[src/rtl/rom_smoother_pkg.sv]
// rtl/rom_smoother_pkg.sv - shared types and default sizing for the ROM sample smoother
package rom_smoother_pkg;

  localparam int WIDTH_DEF      = 8;
  localparam int ADDR_WIDTH_DEF = 8;
  localparam int DEPTH_DEF      = 256;
  localparam int TAPS_LOG2_DEF  = 2;
  localparam int TAPS           = 1 << TAPS_LOG2_DEF;
  localparam int SUM_W          = WIDTH_DEF + TAPS_LOG2_DEF;

  typedef enum logic [2:0] {
    IDLE,
    PRIME,
    RUN,
    DRAIN,
    DONE
  } state_t;

endpackage

[src/rtl/rom_sample_smoother_window.sv]
// rtl/rom_sample_smoother_window.sv - moving-average shift register with running sum
module mavg_window
  import rom_smoother_pkg::*;
#(
  parameter int WIDTH     = WIDTH_DEF,
  parameter int TAPS_LOG2 = TAPS_LOG2_DEF
) (
  input  logic                       clk,
  input  logic                       rst_n,
  input  logic                       clr,
  input  logic                       shift_en,
  input  logic [WIDTH-1:0]           din,
  output logic [WIDTH+TAPS_LOG2-1:0] sum
);

  localparam int NTAPS = 1 << TAPS_LOG2;
  localparam int SW    = WIDTH + TAPS_LOG2;

  logic [WIDTH-1:0] win_q [NTAPS];
  logic [WIDTH-1:0] win_d [NTAPS];
  logic [SW-1:0]    sum_q;
  logic [SW-1:0]    sum_d;

  // sum is the window total including din, i.e. the value loaded on a shift
  always_comb begin
    sum = sum_q + {{TAPS_LOG2{din[WIDTH-1]}}, din}
                - {{TAPS_LOG2{win_q[NTAPS-1][WIDTH-1]}}, win_q[NTAPS-1]};
    win_d = win_q;
    sum_d = sum_q;
    if (clr) begin
      for (int i = 0; i < NTAPS; i++) win_d[i] = '0;
      sum_d = '0;
    end else if (shift_en) begin
      win_d[0] = din;
      for (int i = 1; i < NTAPS; i++) win_d[i] = win_q[i-1];
      sum_d = sum;
    end
  end

  always_ff @(posedge clk or negedge rst_n) begin
    if (!rst_n) begin
      for (int i = 0; i < NTAPS; i++) win_q[i] <= '0;
      sum_q <= '0;
    end else begin
      for (int i = 0; i < NTAPS; i++) win_q[i] <= win_d[i];
      sum_q <= sum_d;
    end
  end

endmodule

[src/rtl/rom_sample_smoother.sv]
// rtl/rom_sample_smoother.sv - sequences the sample ROM and streams moving-average output
module rom_sample_smoother
  import rom_smoother_pkg::*;
#(
  parameter int WIDTH      = WIDTH_DEF,
  parameter int ADDR_WIDTH = ADDR_WIDTH_DEF,
  parameter int DEPTH      = DEPTH_DEF,
  parameter int TAPS_LOG2  = TAPS_LOG2_DEF
) (
  input  logic                  clk,
  input  logic                  rst_n,
  input  logic                  start,
  input  logic                  loop_en,
  output logic [ADDR_WIDTH-1:0] rom_addr,
  input  logic [WIDTH-1:0]      rom_data,
  output logic [WIDTH-1:0]      out_data,
  output logic                  out_valid,
  input  logic                  out_ready,
  output logic                  busy,
  output logic                  done
);

  localparam int NTAPS = 1 << TAPS_LOG2;
  localparam int SW    = WIDTH + TAPS_LOG2;
  localparam logic [ADDR_WIDTH-1:0] LAST_ADDR = ADDR_WIDTH'(DEPTH - 1);
  localparam logic [TAPS_LOG2-1:0]  FILL_LAST = TAPS_LOG2'(NTAPS - 2);

  state_t                state_q, state_d;
  logic [ADDR_WIDTH-1:0] addr_q, addr_d;
  logic [TAPS_LOG2-1:0]  fill_q, fill_d;
  logic [WIDTH-1:0]      out_data_q, out_data_d;
  logic                  out_valid_q, out_valid_d;
  logic                  clr;
  logic                  shift_en;
  logic [SW-1:0]         sum;

  mavg_window #(
    .WIDTH     (WIDTH),
    .TAPS_LOG2 (TAPS_LOG2)
  ) u_window (
    .clk      (clk),
    .rst_n    (rst_n),
    .clr      (clr),
    .shift_en (shift_en),
    .din      (rom_data),
    .sum      (sum)
  );

  always_comb begin
    state_d     = state_q;
    addr_d      = addr_q;
    fill_d      = fill_q;
    out_data_d  = out_data_q;
    out_valid_d = out_valid_q;
    clr         = 1'b0;
    shift_en    = 1'b0;
    case (state_q)
      IDLE: begin
        if (start) begin
          state_d = PRIME;
          clr     = 1'b1;
          addr_d  = '0;
          fill_d  = '0;
        end
      end
      PRIME: begin
        shift_en = 1'b1;
        addr_d   = addr_q + ADDR_WIDTH'(1);
        fill_d   = fill_q + TAPS_LOG2'(1);
        if (fill_q == FILL_LAST) state_d = RUN;
      end
      RUN: begin
        // Fetch only into a free or freeing output slot so nothing is dropped
        if (!out_valid_q || out_ready) begin
          shift_en    = 1'b1;
          out_data_d  = WIDTH'($signed(sum) >>> TAPS_LOG2);
          out_valid_d = 1'b1;
          if (addr_q == LAST_ADDR) begin
            if (loop_en) addr_d = '0;
            else         state_d = DRAIN;
          end else begin
            addr_d = addr_q + ADDR_WIDTH'(1);
          end
        end
      end
      DRAIN: begin
        if (out_valid_q && out_ready) begin
          out_valid_d = 1'b0;
          state_d     = DONE;
        end
      end
      DONE:    state_d = IDLE;
      default: state_d = IDLE;
    endcase
  end

  always_ff @(posedge clk or negedge rst_n) begin
    if (!rst_n) begin
      state_q     <= IDLE;
      addr_q      <= '0;
      fill_q      <= '0;
      out_data_q  <= '0;
      out_valid_q <= 1'b0;
    end else begin
      state_q     <= state_d;
      addr_q      <= addr_d;
      fill_q      <= fill_d;
      out_data_q  <= out_data_d;
      out_valid_q <= out_valid_d;
    end
  end

  assign rom_addr  = addr_q;
  assign out_data  = out_data_q;
  assign out_valid = out_valid_q;
  assign busy      = (state_q != IDLE);
  assign done      = (state_q == DONE);

endmodule

[config.mk]
export PLATFORM = sky130hd
export DESIGN_NAME = rom_sample_smoother
export DESIGN_NICKNAME = d
export VERILOG_FILES = /design/src/rtl/rom_smoother_pkg.sv /design/src/rtl/rom_sample_smoother_window.sv /design/src/rtl/rom_sample_smoother.sv
export SDC_FILE = /design/constraint.sdc
export NUM_CORES = 1
export LEC_CHECK = 0
export CORE_UTILIZATION = 53
export CTS_CLUSTER_SIZE = 25
export DETAILED_ROUTE_END_ITERATION = 8
export HOLD_SLACK_MARGIN = 0.06
export PLACE_DENSITY = 0.75
export SLEW_MARGIN = 20
export SYNTH_ARGS = -nofsm -noshare
export SYNTH_HDL_FRONTEND = slang
export SYNTH_SLANG_ARGS = --single-unit
[constraint.sdc]
create_clock -name clk -period 4.36 [get_ports clk]
set_input_delay 0.872 -clock clk [delete_from_list [all_inputs] [get_ports clk]]
set_output_delay 0.872 -clock clk [all_outputs]
set_load 0.005 [all_outputs]
==> results of run 1 <==
[final cells by class]
cell class | count | share of cell area (%)
clock buffers | 11 | 3.66
inverters | 41 | 3.98
multi-input cells | 187 | 38.5
clock inverters | 5 | 1.46
well taps | 75 | 2.43
flip-flops and latches | 64 | 41.5
repair buffers | 34 | 8.49
[final timing paths]
kind | start | end | slack [ns] | cells after the start
worst min-delay path | u_window.win_q[26]$_DFFE_PN0P_ | u_window.win_q[26]$_DFFE_PN0P_ | 0.48 | 2
min in group asynchronous | rst_n | rom_addr[2]$_DFFE_PN0P_ | 0.54 | 1
worst max-delay path | rom_data[3] | u_window.sum_q[9]$_DFFE_PN0P_ | 1.01 | 11
worst min register to register | u_window.win_q[26]$_DFFE_PN0P_ | u_window.win_q[26]$_DFFE_PN0P_ | 0.48 | 2
worst max register to register | u_window.win_q[3]$_DFFE_PN0P_ | u_window.sum_q[9]$_DFFE_PN0P_ | 1.67 | 9
max in group asynchronous | rst_n | out_data[1]$_DFFE_PN0P_ | 2.90 | 2
[synth_stat cells, drive strengths merged, types with 2 or more instances]
master / n
nor3b: 2
o21ai: 21
o21a: 3
clkbuf: 9
inv: 41
nand2b: 4
and2: 2
nand4b: 2
or3: 4
ha: 13
a21o: 5
nand2: 20
dfrtp: 64
buf: 3
xnor2: 9
a221o: 2
a21oi: 13
nor2: 14
nand3: 3
mux2: 8
fa: 9
nor2b: 4
a22o: 33
nor3: 3
[flip-flops by register name (all words and copies together) (netlist names)]
signal	count
u_window.sum_q	10
fill_q	2
out_valid	1
state_q	3
u_window.win_q	32
rom_addr	8
out_data	8
[through the flow]
stage	hold slack, ns	setup slack [ns]	area (um^2)
final	0.483	1.01	3860
after global routing	0.506	0.867	3860
after CTS	0.487	1.00	3860
after detailed placement	0.472	0.615	3660
after global placement	0.465	0.686	3660
after floorplan	0.450	1.22	3300
[metal layers]
layer	vias to the layer above	wire length [um]	global-route usage [%]
met4	0	87	8.39
met5	-	0	0
met2	39	2890	34.0
met3	11	300	7.64
li1	1114	-	-
met1	1151	2880	29.1
[kinds of logic (layout without fill, tap and decap cells)]
| family | after synthesis | count (layout) |
|---|---|---|
| adders and majority gates | 22 | 22 |
| muxes | 8 | 8 |
| DFF | 64 | 64 |
| AOI/OAI and AO/OA | 84 | 84 |
| buffers and inverters | 53 | 91 |
| and+or+nand+nor | 62 | 62 |
| xor gates and xnor gates | 11 | 11 |
[power by group]
| group | internal [mW] | switching [mW] | leakage [nW] |
|---|---|---|---|
| registers | 0.850 | 0.178 | 0.816 |
| clock network | 0.278 | 0.227 | 0.0993 |
| logic | 0.965 | 1.01 | 0.916 |
| total | 2.09 | 1.42 | 1.83 |
[worst max-delay path, cell delays in order]
cell	delay (ns)
clkdlybuf4s50_1	0.45
inv_1	0.06
fa_1	0.53
inv_1	0.04
ha_1	0.34
a21o_1	0.20
a21oi_1	0.18
a21oi_1	0.13
or3_1	0.34
and2_0	0.16
a221o_1	0.28
==> impl_metrics.csv, run 1 <==
group,metric,value,unit
detailed_routing,wl,6160,um
sta,fmax,0.299,GHz
yosys,netlist_top_cells_area,"dfrtp_1 49%, a22o_1 8.8%, fa_1 5.5%",
sta,rsz0062_at_grt,"no",
detailed_routing,drc,0,
yosys,async_reset_ff_share,100,%
clock_network,numCtsBuffers,9,
sta,worstMarginPinSlew,0.646,ns
sta,finClkSkew,0.0106,ns
yosys,syn_avg_cell_area,10.8,um^2
global_route,antenna_found_initial,0,
sta,fin_crit_sh,76.8,%
detailed_routing,dr.pass1.iters,4,
clock_network,postCtsSetupBuffers,0,
detailed_routing,final_antenna_net_count,0,
status,status,"complete, no violations",
clock_network,clock-root-buffer,"clkbuf_8",
floorplan,rows,28,
yosys,synth_fa_ha_area_share,10.4,%
yosys,syn_nets,339,
clock_network,clock_path_buffers,2,
detailed_routing,num_vias,2315,
yosys,synth_compound_area_share,18.3,%
yosys,synth_xor_area_share,3.34,%
global_route,track_usage,22.2,%
clock_network,cts.sinks,64,
clock_network,htree_num_levels,3,
power,power_density,909,nW/um^2
yosys,synth_top_area_share,48.6,%
cells_and_area,nets,372,
global_route,grt_pass1_vias,2301,
placed_design,dp_cells,401,
yosys,synth_area_leader_cell,"dfrtp_1",
floorplan,die_x,80.9,um
placed_design,port-buffer-count,31,
power,total_power,3.51,mW
worst_hold_path,hold_class,"reg -> reg",
detailed_routing,drt-vias-per-instance,5.55,
placed_design,place.detailed.hpwl,4260,um
yosys,synth-edff-count,0,
critical_path,cp.arrival,3.58,ns
cells_and_area,synthToLayoutAreaGrowth,17.2,%
cells_and_area,mostFrequentLayoutCells,"64 x dfrtp_1, 41 x inv_1, 33 x a22o_1",
cells_and_area,layout-drive-gt1-share,10.5,%
floorplan,die_y,80.9,um
clock_network,cts_tree,"built",
critical_path,cp_max_fo,5,
sta,setup_violations,0,
cells_and_area,instances_no_fill,417,
yosys,synth_flop_cell,"dfrtp_1",
floorplan,fp.coreArea,5960,um^2
critical_path,endpoint_kind,"flip-flop",
global_route,grt_pass1_wl,10700,um
flow_run,maxCapViolations,0,
floorplan,start_util,55.4,%
clock_network,clkLatencyLatePin,0.35,ns
yosys,synth_top_family_by_area,"compound AO/OA/AOI/OAI gates",
critical_path,critical_path_class,"in -> reg",
sta,finalHoldViolations,0,
clock_network,clk_pin_slew_worst_paths,0.07,ns
floorplan,num_io_pins,32,
placed_design,gp_congestion,0.798,
yosys,synth.distinct_cells,46,
yosys,syn_area,3300,um^2
yosys,synth-simple-area-share,10.2,%
critical_path,required,4.59,ns
cells_and_area,multiInputGateArea,1490,um^2
floorplan,die_area,6540,um^2
power,leakage,1.83,nW
power,irDropWorstVdd,0.525,mV
sta,slew_headroom,56.9,%
cells_and_area,seq_area,1600,um^2
sta,slew_viol_final,0,
sta,tns,0,ns
detailed_routing,post_drt_wl_per_cell,14.8,um
yosys,synth.yosys.seq_area_share,48.6,%
global_route,grt_start_max_net_pins,38,
critical_path,worstSetupStartpointType,"input pin",
clock_network,cts_hold_buffers,0,
yosys,muxShareOfSynthArea,2.85,%
cells_and_area,finish.utilization,64.9,%
cells_and_area,n_antenna_cell,0,
yosys,synthCells,304,
global_route,grt-ovfl-total,0,
yosys,ys_warn_count,0,
cells_and_area,fillers,486,
cells_and_area,layout_commonest_cell,"dfrtp_1",
detailed_routing,drtIter0Drc,100,
yosys,ys_ff_latch,64,
clock_network,cts_resized,0,
sta,min_period,3.35,ns
Note: power is estimated with default switching activity, not from simulation.
==> run 2, diff against run 1 <==
--- a/config.mk
+++ b/config.mk
@@ -5,7 +5,7 @@
 export SDC_FILE = /design/constraint.sdc
 export NUM_CORES = 1
 export LEC_CHECK = 0
-export CORE_UTILIZATION = 53
+export CORE_UTILIZATION = 51
 export CTS_CLUSTER_SIZE = 25
 export DETAILED_ROUTE_END_ITERATION = 8
 export HOLD_SLACK_MARGIN = 0.06
==> constraint.sdc (replaced) <==
create_clock -name clk -period 2.7 [get_ports clk]
set_input_delay 0.54 -clock clk [delete_from_list [all_inputs] [get_ports clk]]
set_output_delay 0.54 -clock clk [all_outputs]
set_load 0.005 [all_outputs]
==> run 2 against run 1 <==
Sequential share of layout area decreased by 3.1 points. Critical path depth decreased by 1. First-iteration DRC count increased by 5.0%. Via count is 5.2% higher. Combinational power increased by 120%.
==> impl_metrics.csv, run 2 (same netlist as run 1, synthesis figures left out) <==
group,metric,value,unit
status,status,"complete, no violations",
critical_path,cp.arrival,2.78,ns
floorplan,die_area,6790,um^2
sta,fmax,0.391,GHz
floorplan,rows,28,
placed_design,port-buffer-count,31,
cells_and_area,instances_no_fill,437,
placed_design,dp_cells,419,
sta,tns,0,ns
clock_network,clk_pin_slew_worst_paths,0.07,ns
sta,fin_crit_sh,94.7,%
detailed_routing,post_drt_wl_per_cell,14.9,um
critical_path,setup.worst_path.start,"u_window.sum_q[6]$_DFFE_PN0P_",
detailed_routing,wl,6530,um
detailed_routing,drtIter0Drc,105,
placed_design,place.detailed.hpwl,4350,um
critical_path,worstSetupStartpointType,"flip-flop",
power,irDropWorstVdd,0.790,mV
clock_network,clock_path_buffers,2,
global_route,grt_pass1_wl,10600,um
power,clkPwrFrac,11.5,%
floorplan,num_io_pins,32,
flow_run,maxCapViolations,0,
critical_path,r2r-end,"u_window.sum_q[9]$_DFFE_PN0P_",
floorplan,die_x,82.4,um
power,swShare,39.2,%
sta,setup_violations,0,
power,total_power,6.71,mW
cells_and_area,mostFrequentLayoutCells,"64 x dfrtp_1, 33 x a22o_1, 30 x inv_1",
placed_design,gp_congestion,0.783,
sta,slew_headroom,56.7,%
cells_and_area,regMostFlops,"u_window.win_q",
clock_network,cts.sinks,64,
clock_network,clock-root-buffer,"clkbuf_8",
detailed_routing,drt-vias-per-instance,5.57,
power,leakage,1.98,nW
critical_path,required,2.92,ns
power,power_density,1610,nW/um^2
floorplan,fp.coreArea,6060,um^2
global_route,grt-ovfl-total,0,
clock_network,numCtsBuffers,9,
global_route,antenna_found_initial,0,
cells_and_area,n_antenna_cell,0,
sta,finClkSkew,0.00691,ns
power,internal_power,4.08,mW
clock_network,htree_num_levels,3,
worst_hold_path,hold_class,"in -> async",
floorplan,die_y,82.4,um
cells_and_area,layout_commonest_cell,"dfrtp_1",
detailed_routing,num_vias,2436,
global_route,grt_pass1_vias,2366,
clock_network,clkLatencyLatePin,0.34,ns
clock_network,cts_tree,"built",
detailed_routing,dr.pass1.iters,4,
global_route,grt_start_max_net_pins,39,
cells_and_area,reg_top3,"u_window.win_q: 32 flops, u_window.sum_q: 10 flops",
power,power_frac_seq,24.7,%
sta,slew_viol_final,0,
critical_path,crit-reg2reg-launch,"u_window.sum_q[6]$_DFFE_PN0P_",
critical_path,cp_max_fo,5,
cells_and_area,layout-drive-gt1-share,22.9,%
sta,worstMarginPinSlew,0.649,ns
cells_and_area,nets,392,
power,power_switching,2.63,mW
sta,finalHoldViolations,0,
critical_path,reg2regPathDepth,10,
detailed_routing,drc,0,
sta,min_period,2.56,ns
cells_and_area,largest_reg_flops,32,
critical_path,critPathCapture,"u_window.sum_q[9]$_DFFE_PN0P_",
floorplan,start_util,54.4,%
critical_path,rrSetupSlack,0.14,ns
power,pwr-share-comb,63.8,%
detailed_routing,final_antenna_net_count,0,
global_route,track_usage,21.4,%
cells_and_area,synthToLayoutAreaGrowth,26.5,%
critical_path,endpoint_kind,"flip-flop",
critical_path,critical_path_class,"reg -> reg",
[run 2: layout make-up]
class | count | area (um^2)
Fill cell | 466 | 1890
Multi-Input combinational cell | 187 | 1640
Sequential cell | 64 | 1600
Timing Repair Buffer | 54 | 500
Inverter | 41 | 154
Clock buffer | 12 | 135
Tap cell | 75 | 93.8
Clock inverter | 4 | 45.0
[run 2: timing repair]
item,4_1_cts,5_1_grt
setup buffers,2,0
resized for setup,24,14
hold buffers,0,0
setup endpoints to repair,6,6
hold endpoints to repair,0,0
pin swaps,20,14
[run 2: worst min-delay path by stage]
stage / startpoint / to / cells after the start
2_1_floorplan: rst_n / fill_q[0]$_DFFE_PN0P_ / 0
3_3_place_gp: u_window.win_q[31]$_DFFE_PN0P_ / u_window.win_q[31]$_DFFE_PN0P_ / 2
3_5_place_dp: u_window.win_q[26]$_DFFE_PN0P_ / u_window.win_q[26]$_DFFE_PN0P_ / 2
4_1_cts: rst_n / out_valid$_DFFE_PN0P_ / 1
5_1_grt: rst_n / out_valid$_DFFE_PN0P_ / 1
6_report: rst_n / out_valid$_DFFE_PN0P_ / 1
[run 2: per-stage QoR]
step / hold slack, ns / utilization (%) / instance area, um^2 / worst slack, ns
after floorplan: 0.244 / - / 3340 / 0.0196
after global placement: 0.461 / 63.6 / 3850 / -0.531
after detailed placement: 0.476 / 63.6 / 3850 / -0.558
after CTS: 0.233 / 68.1 / 4130 / 0.000109
after global routing: 0.260 / 68.8 / 4170 / -0.0130
final: 0.224 / 68.8 / 4170 / 0.144
[run 2: worst max-delay path: stages (launching register included)]
cell	delay, ns
dfrtp_1	0.35
inv_1	0.06
fa_1	0.55
inv_2	0.05
ha_4	0.24
a21o_1	0.19
nand3_1	0.08
nand2_1	0.09
or3_4	0.38
and2_4	0.16
a221o_1	0.28
[run 2: layer usage]
metal / track usage (%) / wire (um)
met5: 0 / 0
met2: 35.3 / 3140
met3: 5.49 / 335
met4: 10.0 / 76
met1: 26.2 / 2980
[run 2: power by group through the flow]
stage	clock, mW	combinational [mW]	sequential [mW]
after floorplan	0	2.64	1.58
after global placement	0	3.64	1.65
after detailed placement	0	3.75	1.66
after CTS	0.789	4.09	1.65
after global routing	0.824	4.74	1.71
final	0.771	4.28	1.66
